File: config.mk
export PLATFORM = sky130hd
export DESIGN_NAME = cpu_scoreboard_regfile
export DESIGN_NICKNAME = d
export VERILOG_FILES = /design/src/rtl/cpu_pkg.sv /design/src/rtl/cpu_pend_counter.sv /design/src/rtl/cpu_scoreboard_regfile.sv
export SDC_FILE = /design/constraint.sdc
export NUM_CORES = 2
export LEC_CHECK = 0
export BUFFER_PORTS_ARGS = -buffer_cell sky130_fd_sc_hd__buf_2
export CORE_ASPECT_RATIO = 2
export CORE_MARGIN = 1
export CORE_UTILIZATION = 50
export DETAILED_ROUTE_END_ITERATION = 8
export HOLD_SLACK_MARGIN = 0.03
export PLACE_DENSITY_LB_ADDON = 0.15
export SLEW_MARGIN = 20
export SYNTH_ARGS = -nofsm -noshare
export SYNTH_HDL_FRONTEND = slang
export SYNTH_SLANG_ARGS = --single-unit
File: constraint.sdc
create_clock -name clock -period 4.9 [get_ports clock]
set_clock_uncertainty 0.1 [all_clocks]
set_input_delay 1.47 -clock clock [delete_from_list [all_inputs] [get_ports clock]]
set_output_delay 1.47 -clock clock [all_outputs]
set_load 0.01 [all_outputs]
File: src/rtl/cpu_pkg.sv
// Shared defaults and helpers for the CPU register-file / scoreboard slice.
// The source-index helper works on a zero-extended copy of the packed vector.
package cpu_pkg;

    localparam int DATA_W_DEF    = 32;
    localparam int REG_COUNT_DEF = 32;
    localparam int ADDR_W_DEF    = $clog2(REG_COUNT_DEF);
    localparam int SRC_VEC_MAX   = 64;

    function automatic logic [31:0] src_index(
        input logic [SRC_VEC_MAX-1:0] vec,
        input int unsigned            k,
        input int unsigned            addr_w
    );
        logic [SRC_VEC_MAX-1:0] shifted;
        shifted = (vec >> (k * addr_w)) & ((SRC_VEC_MAX'(1) << addr_w) - SRC_VEC_MAX'(1));
        return 32'(shifted);
    endfunction

endpackage

File: src/rtl/cpu_pend_counter.sv
// Per-register pending-write counter: saturating, underflow-safe, with clear.
// Simultaneous inc and dec leave the count unchanged.
module cpu_pend_counter #(
    parameter int PEND_W = 2
) (
    input  logic              clock,
    input  logic              reset,
    input  logic              inc,
    input  logic              dec,
    input  logic              clr,
    output logic [PEND_W-1:0] count,
    output logic              is_zero,
    output logic              is_one,
    output logic              is_max
);

    assign is_zero = (count == '0);
    assign is_one  = (count == PEND_W'(1));
    assign is_max  = (count == '1);

    always_ff @(posedge clock) begin
        if (reset || clr) begin
            count <= '0;
        end else if (inc && !dec && !is_max) begin
            count <= count + PEND_W'(1);
        end else if (dec && !inc && !is_zero) begin
            count <= count - PEND_W'(1);
        end
    end

endmodule

File: src/rtl/cpu_scoreboard_regfile.sv
// Register file with counting scoreboard, writeback-to-issue bypass and flush.
// Register 0 reads as zero, is never written and never has pending writes.
module cpu_scoreboard_regfile
    import cpu_pkg::*;
#(
    parameter int  DATA_W     = DATA_W_DEF,
    parameter int  REG_COUNT  = REG_COUNT_DEF,
    parameter int  READ_PORTS = 2,
    parameter int  PEND_W     = 2,
    localparam int ADDR_W     = $clog2(REG_COUNT)
) (
    input  logic                         clock,
    input  logic                         reset,
    input  logic                         iss_valid,
    input  logic [READ_PORTS*ADDR_W-1:0] iss_src,
    input  logic [ADDR_W-1:0]            iss_dst,
    input  logic                         iss_dst_en,
    output logic                         iss_ready,
    output logic                         src_valid,
    output logic [READ_PORTS*DATA_W-1:0] src_data,
    input  logic                         wb_valid,
    input  logic [ADDR_W-1:0]            wb_addr,
    input  logic [DATA_W-1:0]            wb_data,
    input  logic                         flush,
    output logic [31:0]                  stall_count
);

    logic [PEND_W-1:0]            pend_cnt [REG_COUNT];
    logic [REG_COUNT-1:0]         pend_zero;
    logic [REG_COUNT-1:0]         pend_one;
    logic [REG_COUNT-1:0]         pend_max;
    logic [DATA_W-1:0]            regs [REG_COUNT];
    logic [ADDR_W-1:0]            src [READ_PORTS];
    logic [READ_PORTS*DATA_W-1:0] rd_data;
    logic                         we;
    logic                         bypass;
    logic                         src_hazard;
    logic                         dst_hazard;
    logic                         accept;

    assign we = wb_valid && (wb_addr != '0);

    assign pend_cnt[0]  = '0;
    assign pend_zero[0] = 1'b1;
    assign pend_one[0]  = 1'b0;
    assign pend_max[0]  = 1'b0;

    for (genvar r = 1; r < REG_COUNT; r++) begin : g_pend
        logic inc;
        logic dec;

        assign inc = accept && iss_dst_en && (iss_dst == ADDR_W'(r));
        assign dec = we && (wb_addr == ADDR_W'(r));

        cpu_pend_counter #(.PEND_W(PEND_W)) u_pend (
            .clock   (clock),
            .reset   (reset),
            .inc     (inc),
            .dec     (dec),
            .clr     (flush),
            .count   (pend_cnt[r]),
            .is_zero (pend_zero[r]),
            .is_one  (pend_one[r]),
            .is_max  (pend_max[r])
        );
    end

    always_comb begin
        for (int k = 0; k < READ_PORTS; k++) begin
            src[k] = ADDR_W'(src_index(SRC_VEC_MAX'(iss_src), k, ADDR_W));
        end
    end

    // A single pending write is fine when it retires this very cycle.
    always_comb begin
        src_hazard = 1'b0;
        bypass     = 1'b0;
        rd_data    = '0;
        for (int k = 0; k < READ_PORTS; k++) begin
            bypass = we && (wb_addr == src[k]);
            if (!pend_zero[src[k]] &&
                ((pend_cnt[src[k]] > PEND_W'(1)) || (pend_one[src[k]] && !bypass))) begin
                src_hazard = 1'b1;
            end
            if (bypass) begin
                rd_data[k*DATA_W +: DATA_W] = wb_data;
            end else begin
                rd_data[k*DATA_W +: DATA_W] = regs[src[k]];
            end
        end
    end

    assign dst_hazard = iss_dst_en && (iss_dst != '0) && pend_max[iss_dst] &&
                        !(we && (wb_addr == iss_dst));
    assign iss_ready  = !flush && !src_hazard && !dst_hazard;
    assign accept     = iss_valid && iss_ready;

    always_ff @(posedge clock) begin
        if (reset) begin
            src_valid   <= 1'b0;
            src_data    <= '0;
            stall_count <= '0;
            for (int r = 0; r < REG_COUNT; r++) begin
                regs[r] <= '0;
            end
        end else begin
            src_valid <= accept;
            if (accept) begin
                src_data <= rd_data;
            end
            if (iss_valid && !iss_ready && !flush && (stall_count != '1)) begin
                stall_count <= stall_count + 32'd1;
            end
            if (we) begin
                regs[wb_addr] <= wb_data;
            end
        end
    end

endmodule

==> flow_summary.ini <==
[status]
status = finished, violations left
failed_checks = setup timing

[critical_path]
cp.required_ns = 3.33
cp-end-kind = output pin
rrSetupSlack_ns = 0.78
crit_end = iss_ready
r2r-start = g_pend[14].u_pend.count[1]
r2r-end = g_pend[30].u_pend.count[1]
cp-start-kind = input pin
path_class = input pin to output pin
worst-path-max-fanout = 6
crit_path_start = iss_src[1]
r2r.worst_path.cells = 13
worstPathArrival_ns = 3.33

[layout]
layout-drive-gt1-share_pct = 28.66
nFillCells = 10540
multi_input_area_um2 = 30140
regArea_um2 = 33940
final_core_utilization_pct = 56.46
num-nets-final = 4846
areaGrowthSynthToFinish_pct = 12.16

[global_route]
grt_pass1_vias = 43810
antenna_found_initial = 12
track_usage_pct = 33.78
grt_max_degree = 138
grt_remaining_overflow = 0
grt_pass1_wl_um = 314400

[die]
core_um2 = 130800
die_y_um = 515.2
die_area_um2 = 133200
ioPinCount = 156
die_w_um = 258.6
std_cell_rows = 188
start_util_pct = 50.34

[synth]
synth_common_cells = edfxtp_1 (1024), and2_1 (1006), mux4_2 (682), clkbuf_1 (342), nand2_1 (192)
ys_seq_area_share_pct = 51.54
syn_avg_cell_area_um2 = 14.29
yosys_warnings = 0
syn_inst = 4608
synth-main-ff-cell = edfxtp_1
yosysMostFrequentCell = edfxtp_1
ys_types = 73
synth-seq-cells = 1183
synth.area.top_cells = edfxtp_1 (47%), mux4_2 (23%), and2_1 (9.6%)
syn_area_um2 = 65840
async_flop_share_pct = 0
synth_top_area_cell = edfxtp_1
synth_edf_count = 1024
synth_top_cell_area_share_pct = 46.70

[sta]
relSlewSlack_pct = 27.14
finalCriticalPeriod_ns = 4.902
layout_setup_ws_ns = -0.001908
clock.fmax_mhz = 204.0
finalHoldViolCount = 0
finalSetupViolations = 1
worst_pin_slew_ns = 1.093
drv_slew = 0
grt_setup_unrepaired = yes
fin_crit_sh_pct = 100.0
hold_ws_ns = 0.3501

[drt]
drtPass1Iterations = 6
drcViolationCount = 0
avgRoutedWirePerCell_um = 34.42
routed_wl_um = 224000
ant_nets = 0
drtIter0Drc = 4936
route.vias.total = 43160
viasPerCell = 6.632

[placed_design]
place_hpwl_um = 134800
place_ws_ns = -0.1504
place_congestion = 0.9403
port_buffers = 155

[power]
p_clk_share_pct = 38.2
p_int_mw = 17.93
leakagePower_nw = 25.63
combPwrFrac_pct = 12.9
sw_frac_of_total_pct = 25.30
ir_drop_uv = 310.0
total_power_mw = 24.01
p_seq_share_pct = 48.9
power_switching_mw = 6.076
p_per_area_nw_per_um2 = 325.2

[clocking]
cts_inserted_buffers = 111
clk_path_buf_depth = 3
clk_pin_slew_ns = 0.06
cts_max_level = 3
cts_sinks = 1183
cts_tree = built
root_buffer = clkbuf_16
insertion_delay_ns = 0.75

[flow_run]
maxCapViolCount = 0

[hold_path]
hold_path.class = flop to flop
## sequential cells by signal (all words and copies together), names as in the netlist
signal	cells
src_data	64
regs	1024
stall_count	32
src_valid	1
g_pend.u_pend.count	62
## worst min-delay path by stage
stage | from | end | slack [ns] | depth (start not counted)
floorplan | g_pend[10].u_pend.count[0] | g_pend[10].u_pend.count[0] | 0.37 | 2
global placement | src_data[48] | src_data[48] | 0.34 | 2
detailed placement | src_data[41] | src_data[41] | 0.34 | 2
CTS | src_data[43] | src_data[43] | 0.35 | 2
global route | src_data[31] | src_data[31] | 0.37 | 2
finish | src_data[43] | src_data[43] | 0.35 | 2
## placed cells by master, fill, tap and decap left out, types with 92 or more instances in the layout
cell / instances
mux4_2: 682
inv_1: 93
edfxtp_1: 1024
buf_4: 181
and2_1: 1005
dfxtp_1: 154
a21oi_1: 123
nand2_1: 191
buf_2: 144
mux2i_1: 92
clkbuf_16: 113
ha_1: 94
## power groups by stage
stage | Combinational, mW | Sequential [mW] | Clock (mW)
2_1_floorplan | 1.89 | 11.9 | 0
3_3_place_gp | 3.06 | 11.9 | 0
3_5_place_dp | 3.07 | 12.0 | 0
4_1_cts | 3.08 | 11.7 | 9.26
5_1_grt | 3.20 | 11.8 | 9.59
6_report | 3.09 | 11.7 | 9.17
## through the flow
step | instance area, µm² | TNS (ns) | std cells
finish | 73840 | -0.001908 | 6508
floorplan | 66010 | -0.08358 | 4639
CTS | 73680 | 0 | 6492
detailed placement | 69850 | -0.2168 | 6280
global route | 73830 | -0.02578 | 6503
global placement | 69850 | -0.1671 | 6280
## metal layers
metal | up-vias | GRT usage (%) | part of all wire (%)
li1 | 17720 | - | -
met1 | 22390 | 37.21 | 32
met2 | 2356 | 59.86 | 53
met3 | 701 | 5.442 | 7.9
met4 | 0 | 22.09 | 7.4
met5 | - | 0 | 0
## worst max-delay path: stages
cell     delay [ns]
buf_16         0.12
buf_12         0.12
mux4_2         0.48
mux2i_1        0.24
nand2_1        0.13
a21oi_4        0.14
nor3_2         0.08
nor4_4         0.34
buf_2          0.20
## kinds of logic after synthesis
| kind of cell | after synthesis | synth area share (%) |
|---|---|---|
| AO/OA/AOI/OAI | 339 | 3.472 |
| XOR/XNOR | 44 | 0.5853 |
| adder cells (fa/ha/maj) | 94 | 1.786 |
| buffers and inverters | 549 | 3.360 |
| flip-flops | 1183 | 51.54 |
| multiplexers | 794 | 25.14 |
| other | 1 | 0.005696 |
| AND/OR/NAND/NOR | 1604 | 14.11 |
## layout make-up
| cell class | instances | area share, % |
|---|---|---|
| flip-flops and latches | 1183 | 45.96 |
| clock buffers | 132 | 3.909 |
| diodes | 7 | 0.02372 |
| clock inverters | 78 | 1.171 |
| well taps | 1710 | 2.898 |
| inverters | 93 | 0.4728 |
| repair buffers | 398 | 4.744 |
| multi-input cells | 2907 | 40.82 |
## repair_timing
item                                    in CTS  in global routing
pin swaps                                    4                  8
hold buffers                                 0                  0
buffers inserted                             2                  8
cloned                                       0                  2
gates resized for setup                     14                 12
endpoints found under the setup margin       1                  1
Note: power is estimated with default switching activity, not from simulation.
